**src/rtl/fifo_rr_arbiter.sv**
```systemverilog
// rtl/fifo_rr_arbiter.sv - round-robin dti arbiter feeding one shared fifo2 write port
// Packet locking is compiled in when FIFO_ARB_PKT_LOCK_EN is defined.
module fifo_rr_arbiter #(
   parameter int  N   = 4,
   parameter int  DIN = 16,
   localparam int SW  = $clog2(N)
) (
   input  logic             clk,
   input  logic             rst,
   input  logic [N*DIN-1:0] din_data,
   input  logic [N-1:0]     din_valid,
   output logic [N-1:0]     din_ready,
   output logic [DIN-1:0]   dout_data,
   output logic             dout_valid,
   input  logic             dout_ready,
   output logic [SW-1:0]    dout_src,
   output logic             locked
);
   logic [SW-1:0]  last;
   logic [SW-1:0]  rr_gnt;
   logic           rr_valid;
   logic [SW-1:0]  cand;
   logic [SW-1:0]  gnt;
   logic           gnt_valid;
   logic           slot_free;
   logic           accept;
   logic [DIN-1:0] sel_data;

   assign slot_free = !dout_valid || dout_ready;

   // Scan from farthest to nearest so the requester right after 'last' wins.
   always_comb begin
      rr_gnt   = '0;
      rr_valid = 1'b0;
      cand     = '0;
      for (int k = N; k >= 1; k--) begin
         cand = SW'((int'(last) + k) % N);
         if (din_valid[cand]) begin
            rr_gnt   = cand;
            rr_valid = 1'b1;
         end
      end
   end

`ifdef FIFO_ARB_PKT_LOCK_EN
   typedef enum logic {UNLOCKED, LOCKED} lock_state_t;
   lock_state_t   state, state_nxt;
   logic [SW-1:0] lock_idx, lock_idx_nxt;
   logic          sel_eot;

   assign locked    = (state == LOCKED);
   // While locked the grant is held even if the owner idles, blocking everyone else.
   assign gnt       = locked ? lock_idx : rr_gnt;
   assign gnt_valid = locked || rr_valid;
   assign sel_eot   = sel_data[DIN-1];

   always_ff @(posedge clk or negedge rst) begin
      if (!rst) begin
         state    <= UNLOCKED;
         lock_idx <= '0;
      end else begin
         state    <= state_nxt;
         lock_idx <= lock_idx_nxt;
      end
   end

   always_comb begin
      state_nxt    = state;
      lock_idx_nxt = lock_idx;
      case (state)
         UNLOCKED: begin
            if (accept && !sel_eot) begin
               state_nxt    = LOCKED;
               lock_idx_nxt = gnt;
            end
         end
         LOCKED: begin
            if (accept && sel_eot) state_nxt = UNLOCKED;
         end
         default: state_nxt = UNLOCKED;
      endcase
   end
`else
   assign locked    = 1'b0;
   assign gnt       = rr_gnt;
   assign gnt_valid = rr_valid;
`endif

   assign sel_data  = din_data[gnt*DIN +: DIN];
   assign accept    = rst && gnt_valid && slot_free && din_valid[gnt];
   assign din_ready = (rst && gnt_valid && slot_free) ? (N'(1) << gnt) : '0;

   always_ff @(posedge clk or negedge rst) begin
      if (!rst) begin
         dout_valid <= 1'b0;
         dout_data  <= '0;
         dout_src   <= '0;
         last       <= SW'(N - 1);
      end else if (accept) begin
         dout_valid <= 1'b1;
         dout_data  <= sel_data;
         dout_src   <= gnt;
         last       <= gnt;
      end else if (dout_ready) begin
         dout_valid <= 1'b0;
      end
   end
endmodule

```
**config.mk**
```make
export PLATFORM = sky130hd
export DESIGN_NAME = fifo_rr_arbiter
export DESIGN_NICKNAME = d
export VERILOG_FILES = /design/src/rtl/fifo_rr_arbiter.sv
export SDC_FILE = /design/constraint.sdc
export NUM_CORES = 1
export LEC_CHECK = 0
export BUFFER_PORTS_ARGS = -buffer_cell sky130_fd_sc_hd__buf_2
export CORE_MARGIN = 3
export CORE_UTILIZATION = 46
export CTS_CLUSTER_SIZE = 20
export DETAILED_ROUTE_END_ITERATION = 16
export PLACE_DENSITY = 0.86
export SYNTH_ARGS = -nofsm -noshare
export SYNTH_HDL_FRONTEND = slang
export SYNTH_SLANG_ARGS = --single-unit
```
**constraint.sdc**
```tcl
create_clock -name clk -period 3.86 [get_ports clk]
set_input_delay 0.772 -clock clk [delete_from_list [all_inputs] [get_ports clk]]
set_output_delay 0.772 -clock clk [all_outputs]
set_load 0.05 [all_outputs]
```
==> flow_summary.yaml, run 1 <==
drt:
  ant_nets: 0
  via_per_inst: 5.42
  dr.pass1.iters: 4
  drc: 0
  routedWlPerCell_um: 14.7
  via_count: 1502
  finalWirelength_um: 4080
  drt-initial-drc-count: 73
outcome:
  outcome: "finished, final reports clean"
cells_and_area:
  fin_nets: 307
  nFillCells: 259
  n_antenna_cell: 0
  regArea_um2: 528
  fin_util_pct: 67.5
  final_cell_mix: "93 x buf_2, 33 x nand3_1, 19 x dfrtp_1"
  multi_input_area_um2: 841
  final_common_cell: "buf_2"
  layout.cells.non_filler: 277
  drive_above_1_share_pct: 52.8
  syn2layout_area_growth_pct: 32.7
timing:
  rsz0062_at_grt: "false"
  finalSetupViolCount: 0
  final_hold_viol_count: 0
  fin_tns_setup_ps: 0
  fin_crit_ps: 2990
  slew_headroom_pct: 52.7
  worst_pin_slew_ps: 708
  max_freq_mhz: 334
  fin_crit_sh_pct: 77.5
  drv_slew: 0
  layout_setup_ws_ps: 869
  finClkSkew_ps: 3.44
worst_setup_path:
  startpoint_type: "flip-flop"
  critPathCaptureType: "primary output"
  cp_max_fo: 17
  crit_required_ps: 3090
  arrival_ps: 2220
  path_class: "reg2out"
global_route:
  grt_max_degree: 39
  grt_use_total_pct: 20.4
  grt_pass1_vias: 1520
  grt-ovfl-total: 0
  grt_pass1_wl_um: 6590
  antenna_found_initial: 0
synthesis:
  synth-seq-area-share_pct: 35.8
  ys_seq_elements: 21
  yosysUniqueCellTypes: 26
  netlist.area_leader.share_pct: 32.2
  yosys_warnings: 0
  synth.avg_cell_area_um2: 9.97
  synth_nets: 219
  netlist_area_mm2: 0.00148
  synth_area_leaders: "dfrtp_1 32%, mux2_2 12%, mux2i_1 12%"
  yosys.area.top_type: "dfrtp_1"
  synthCells: 148
place:
  dpl.hpwl_um: 3110
  gp_congestion: 0.722
  place_inst: 273
  pre_cts_ws_ps: 897
  numPortBuffers: 93
clock_network:
  cts.clk_slew.worst_paths_ps: 110
  clock_latency_ps: 300
  cts_hold_buf: 0
  cts_tree: "done"
  clockRootBuffer: "clkbuf_4"
  cts_setup_buffers: 0
  htreeDepth: 1
  cts_resized: 0
  cts_num_sinks: 21
  cts_made_buffers: 3
  clockBufferDepth: 2
flow_run:
  drv_cap: 0
die:
  die_height_um: 62.6
  fp.dieW_um: 62.6
  rows: 19
  start_util_pct: 50.9
  die_area_mm2: 0.00392
  core_mm2: 0.00290
  io_pins: 95
hold_path:
  min_path_type: "in2async"
pwr:
  ir_drop_v: 0.000370
  finalPower_w: 0.00110
  cellPowerDensity_mw_per_mm2: 561
  p_leak_nw: 1.00
## report_power, final
part	total (W)	switching (W)	internal, W
combinational	0.000654	0.000440	0.000213
clock	0.000104	0.0000637	0.0000402
sequential	0.000342	0.0000457	0.000296
## final timing paths
check	from	end	slack [ps]	depth (start not counted)
max in group asynchronous	rst	last[0]	3080	2
worst min-delay path	rst	dout_valid	270	1
worst max-delay path	last[1]	din_ready[3]	870	5
worst max register to register	last[1]	dout_data[13]	1490	6
worst min register to register	dout_src[1]	dout_src[1]	500	2
min in group clk	dout_src[1]	dout_src[1]	500	2
## metal layers
metal  track usage (%)  vias up  wire length (um)
li1                  -      732                 -
met1              24.7      701              1700
met2              37.0       67              2000
met3              3.96        2               348
met4              4.96        0                21
met5                 0        -                 0
## cell families after synthesis
group,count (synthesis),synth area share [%]
other,1,0.254
AND/OR/NAND/NOR,55,19.0
AO/OA/AOI/OAI,22,14.0
buffers and inverters,16,7.21
flip-flops,21,35.8
multiplexers,33,23.7
## cell type report
type	instances	area share (%)
multi-input combinational	111	42.9
clock buffer	4	1.34
timing repair buffer	99	26.1
sequential	21	27.0
tap	42	2.68
## through the flow
step | hold WS [ps] | instance area (um2)
after CTS | 260 | 1960
after floorplan | 476 | 1480
after global routing | 246 | 1960
after detailed placement | 466 | 1930
after global placement | 474 | 1930
final | 269 | 1960
## cells in the mapped netlist
cell,number
nand2b_1,2
a221o_1,16
buf_6,3
or4_4,1
a31oi_2,1
clkbuf_1,2
dfrtp_1,19
buf_4,4
o221a_2,1
buf_2,6
and2_1,1
nor3_1,1
conb_1,1
and3_1,1
and3_4,1
mux2i_1,17
nand2_1,8
nand3b_1,1
nor2b_1,1
dfstp_2,2
clkbuf_2,1
a21oi_1,3
nand3_1,33
mux2_2,16
nor2_1,5
a21o_1,1
## state kept, by name, indices dropped and copies added, names as in the netlist
name	flops
dout_data	16
dout_src	2
dout_valid	1
last	2
## critical path, cell delays in order, from the launching register on
cell and delay, ps:
dfstp_2 610, nand3b_1 100, a31oi_2 610, nand2_1 200, nor2_1 130, buf_2 270
Power figures use the tool's default switching activity.
==> inputs of run 2 (changes only) <==
- CORE_UTILIZATION: 46 -> 42
- PLACE_DENSITY: 0.86 -> 0.8
- clock period: 3.86 -> 2.9 ns (I/O delays scaled with it)
==> run 2 against run 1 <==
Effect of this change:
- register-to-register slack lost 840 ps
- critical path depth stayed put
- sequential cell count unchanged
- critical endpoint unchanged
- critical path type unchanged
- clock skew is 2.9 ps lower
- sequential share of layout area shrank 0.27 points
==> flow_summary.yaml, run 2 (synthesized netlist as in run 1, its figures left out) <==
flow_run:
  drv_cap: 0
die:
  rows: 20
  die_area_mm2: 0.00426
  core_mm2: 0.00320
  die_height_um: 65.3
  io_pins: 95
  start_util_pct: 46.1
  fp.dieW_um: 65.3
cells_and_area:
  reg_top3: "dout_data (16), dout_src (2), last (2)"
  nFillCells: 298
  final_common_cell: "buf_2"
  final_cell_mix: "93 x buf_2, 33 x nand3_1, 19 x dfrtp_1"
  largest_reg_flops: 16
  final_cell_area_mm2: 0.00198
  fin_nets: 307
  top_register: "dout_data"
  n_antenna_cell: 0
  syn2layout_area_growth_pct: 34.1
  drive_above_1_share_pct: 53.2
drt:
  drt-initial-drc-count: 62
  ant_nets: 0
  routedWlPerCell_um: 14.4
  via_per_inst: 5.33
  dr.pass1.iters: 4
  via_count: 1488
  drc: 0
  finalWirelength_um: 4010
worst_setup_path:
  critPathCaptureType: "primary output"
  rrSetupSlack_ps: 650
  startpoint_type: "flip-flop"
  reg2reg_from: "last[1]"
  path_class: "reg2out"
  rr_worst_depth: 5
  crit_required_ps: 2320
  arrival_ps: 2030
  worstReg2RegEnd: "dout_data[12]"
  cp_max_fo: 9
timing:
  fin_crit_ps: 2610
  fin_tns_setup_ps: 0
  max_freq_mhz: 383
  layout_setup_ws_ps: 290
  hold_ws_ps: 251
  rsz0062_at_grt: "false"
  drv_slew: 0
  finalSetupViolCount: 0
  fin_crit_sh_pct: 90.0
  finClkSkew_ps: 0.580
  final_hold_viol_count: 0
clock_network:
  clock_latency_ps: 290
  cts_setup_buffers: 0
  clockBufferDepth: 2
  cts_hold_buf: 0
  cts_resized: 0
  cts.clk_slew.worst_paths_ps: 110
  cts_tree: "done"
  cts_made_buffers: 3
  clockRootBuffer: "clkbuf_4"
  cts_num_sinks: 21
  htreeDepth: 1
global_route:
  grt_pass1_vias: 1370
  antenna_found_initial: 0
  grt_pass1_wl_um: 6370
  grt_max_degree: 39
  grt-ovfl-total: 0
  grt_use_total_pct: 19.2
pwr:
  power.internal_w: 0.000740
  cellPowerDensity_mw_per_mm2: 743
  finalPower_w: 0.00147
  p_leak_nw: 1.01
  pwr-share-comb_pct: 59.8
  ir_drop_v: 0.000448
  power_frac_clock_pct: 9.4
  swShare_pct: 49.7
  pwr-share-seq_pct: 30.8
  p_sw_w: 0.000731
place:
  pre_cts_ws_ps: 375
  numPortBuffers: 93
  placed_cell_area_mm2: 0.00195
  gp_congestion: 0.713
  dpl.hpwl_um: 3010
outcome:
  outcome: "finished, final reports clean"
hold_path:
  min_path_type: "in2async"
[run 2: cell types whose count changed in the layout (fill, tap and decap cells not counted)]
cell and delta:
buf_4 -1, nor3_1 -1, nor3_2 +1, buf_12 +1
[run 2: layout make-up]
cell class	instances	area (um2)	area share, %
Multi-Input combinational cell	111	846	42.8
Tap cell	44	55.1	2.78
Sequential cell	21	528	26.7
Timing Repair Buffer	99	523	26.4
Clock buffer	4	26.3	1.33
[run 2: worst max-delay path by stage]
stage / from / to / slack, ps
after floorplan: din_valid[1] / din_ready[1] / 250
after global placement: din_valid[2] / din_ready[2] / 390
after detailed placement: din_valid[3] / din_ready[2] / 370
after CTS: last[1] / din_ready[3] / 290
after global routing: last[1] / din_ready[3] / 130
final: last[1] / din_ready[3] / 290
[run 2: power groups by stage]
stage / Sequential [W] / Combinational [W] / Clock [W]
3_5_place_dp: 0.000456 / 0.000886 / 0
3_3_place_gp: 0.000455 / 0.000876 / 0
6_report: 0.000453 / 0.000880 / 0.000138
4_1_cts: 0.000452 / 0.000888 / 0.000145
5_1_grt: 0.000466 / 0.000935 / 0.000160
2_1_floorplan: 0.000766 / 0.000366 / 0
[run 2: critical path, stage by stage, from the launching register on]
cell and delay, ps:
dfstp_2 620, nand3b_1 120, a31oi_2 450, nand2_1 160, nor2_1 120, buf_2 270
[run 2: layer usage]
layer	global-route usage, %	wire length, um
met1	25.4	1690
met2	31.7	1890
met3	3.93	405
met4	5.44	22
met5	0	0
[run 2: metrics by stage]
stage	utilization, %	std cells
after global placement	60.9	275
after floorplan	-	148
after CTS	61.8	279
final	61.8	279
after detailed placement	60.9	275
after global routing	61.8	279
==> inputs of run 3 (changes only) <==
- CORE_UTILIZATION: 42 -> 38
- PLACE_DENSITY: 0.8 -> 0.76
- clock period: 2.9 -> 2.3 ns (I/O delays scaled with it)
==> run 3 against run 2 <==
Effect of this change:
- register-to-register slack worse by 530 ps
- clock skew up 2.4 ps
- sequential share of layout area down 1.1 points
- clock power up 71%
- sequential power up 26%
- wire length down 0.72%
- via count up 1.4%
- critical path type unchanged
- critical endpoint is now din_ready[2]
- highest routed layer unchanged
==> flow_summary.yaml, run 3 (synthesized netlist as in run 1, its figures left out) <==
drt:
  via_per_inst: 5.22
  finalWirelength_um: 3980
  wl_met2_um: 1950
  wl_met3_um: 291
  dr.pass1.iters: 4
  drt-met1-wl_um: 1730
  top_layer_used: "met4"
  drc: 0
  routedWlPerCell_um: 13.8
  drt-initial-drc-count: 28
  via_count: 1509
  ant_nets: 0
die:
  rows: 22
  core_mm2: 0.00369
  start_util_pct: 40.0
  die_area_mm2: 0.00467
  fp.dieW_um: 68.3
  io_pins: 95
  die_height_um: 68.3
place:
  place_inst: 283
  gp_congestion: 0.755
  dpl.hpwl_um: 3090
  numPortBuffers: 93
clock_network:
  htreeDepth: 1
  cts_tree: "done"
  clock_latency_ps: 250
  cts.clk_slew.worst_paths_ps: 80
  clockBufferDepth: 2
  cts_num_sinks: 21
  clockRootBuffer: "clkbuf_8"
  cts_made_buffers: 3
worst_setup_path:
  arrival_ps: 1750
  cpPeakStageDelay_ps: 590
  path_class: "reg2out"
  startpoint_type: "flip-flop"
  crit_slowest_cell: "dfstp_2"
  cp_max_fo: 7
  critPathCaptureType: "primary output"
  crit_required_ps: 1840
  path_cells: "mux2i_1, o221a_2, and3_2, buf_2"
pwr:
  p_leak_nw: 1.04
  cellPowerDensity_mw_per_mm2: 950
  ir_drop_v: 0.000480
  finalPower_w: 0.00196
global_route:
  antenna_found_initial: 0
  grt_pass1_wl_um: 5940
  grt_pass1_vias: 1338
  grt_use_total_pct: 16.5
  grt-ovfl-total: 0
  grt_max_degree: 33
cells_and_area:
  drive_above_1_share_pct: 55.6
  top_register: "dout_data"
  n_antenna_cell: 0
  final_common_cell: "buf_2"
  layout.cells.non_filler: 289
  syn2layout_area_growth_pct: 39.7
  reg_top3: "dout_data (16), dout_src (2), last (2)"
  largest_reg_flops: 16
  final_cell_mix: "93 x buf_2, 33 x nand3_1, 19 x dfrtp_1"
  fin_nets: 313
timing:
  rsz0062_at_grt: "false"
  fin_crit_sh_pct: 96.0
  max_freq_mhz: 453
  finalSetupViolCount: 0
  finClkSkew_ps: 3.02
  fin_tns_setup_ps: 0
  fin_crit_ps: 2210
  drv_slew: 0
  final_hold_viol_count: 0
flow_run:
  drv_cap: 0
outcome:
  outcome: "finished, final reports clean"
hold_path:
  min_path_type: "in2async"
==> run 3: power by group <==
| part | internal (W) | leakage [nW] | switching, W |
|---|---|---|---|
| Clock | 0.000123 | 0.0228 | 0.000113 |
| Sequential | 0.000498 | 0.253 | 0.0000712 |
| Combinational | 0.000401 | 0.769 | 0.000752 |
| Total | 0.00102 | 1.04 | 0.000936 |
==> run 3: cell type report <==
| class | instances | area, um2 |
|---|---|---|
| fillers | 353 | 1630 |
| multi-input cells | 111 | 860 |
| repair buffers | 105 | 568 |
| flip-flops and latches | 21 | 528 |
| well taps | 48 | 60.1 |
| clock buffers | 4 | 45.0 |
==> run 3: layer usage <==
metal  vias to the layer above  track usage, %
li1                        744               -
met1                       710            20.5
met2                        53            30.7
met3                         2            2.30
met4                         0            2.23
met5                         -               0
==> run 3: worst max-delay path, delay by kind of cell (launching register included) <==
family / cells / cell delay [ps]
compound gates: 1 / 270
simple gates: 1 / 180
buf+inv: 1 / 250
flops: 1 / 590
mux: 1 / 200
==> run 3: worst paths after layout <==
path	cells after the start	slack, ps	startpoint	to
worst max-delay path	4	90	last[1]	din_ready[2]
worst min-delay path	2	250	rst	dout_src[0]
worst max register to register	6	120	last[1]	dout_data[14]
worst min register to register	2	490	dout_src[1]	dout_src[1]
max in group asynchronous	2	1770	rst	last[1]
min in group clk	2	490	dout_src[1]	dout_src[1]
==> run 3: metrics by stage <==
stage          hold slack, ps  cell area, um2  utilization [%]  setup slack [ps]
6_report                  247            2060             55.9              91.9
3_5_place_dp              470            2000             54.2               116
3_3_place_gp              465            2000             54.2               133
4_1_cts                   250            2050             55.5              25.7
2_1_floorplan             164            1490                -              -169
5_1_grt                   262            2060             55.9              4.50
==> run 3: timing repair <==
item                       in CTS  in global routing
gates resized for setup         0                  0
setup endpoints to repair       0                  2
setup buffers                   0                  2
hold buffers                    0                  0
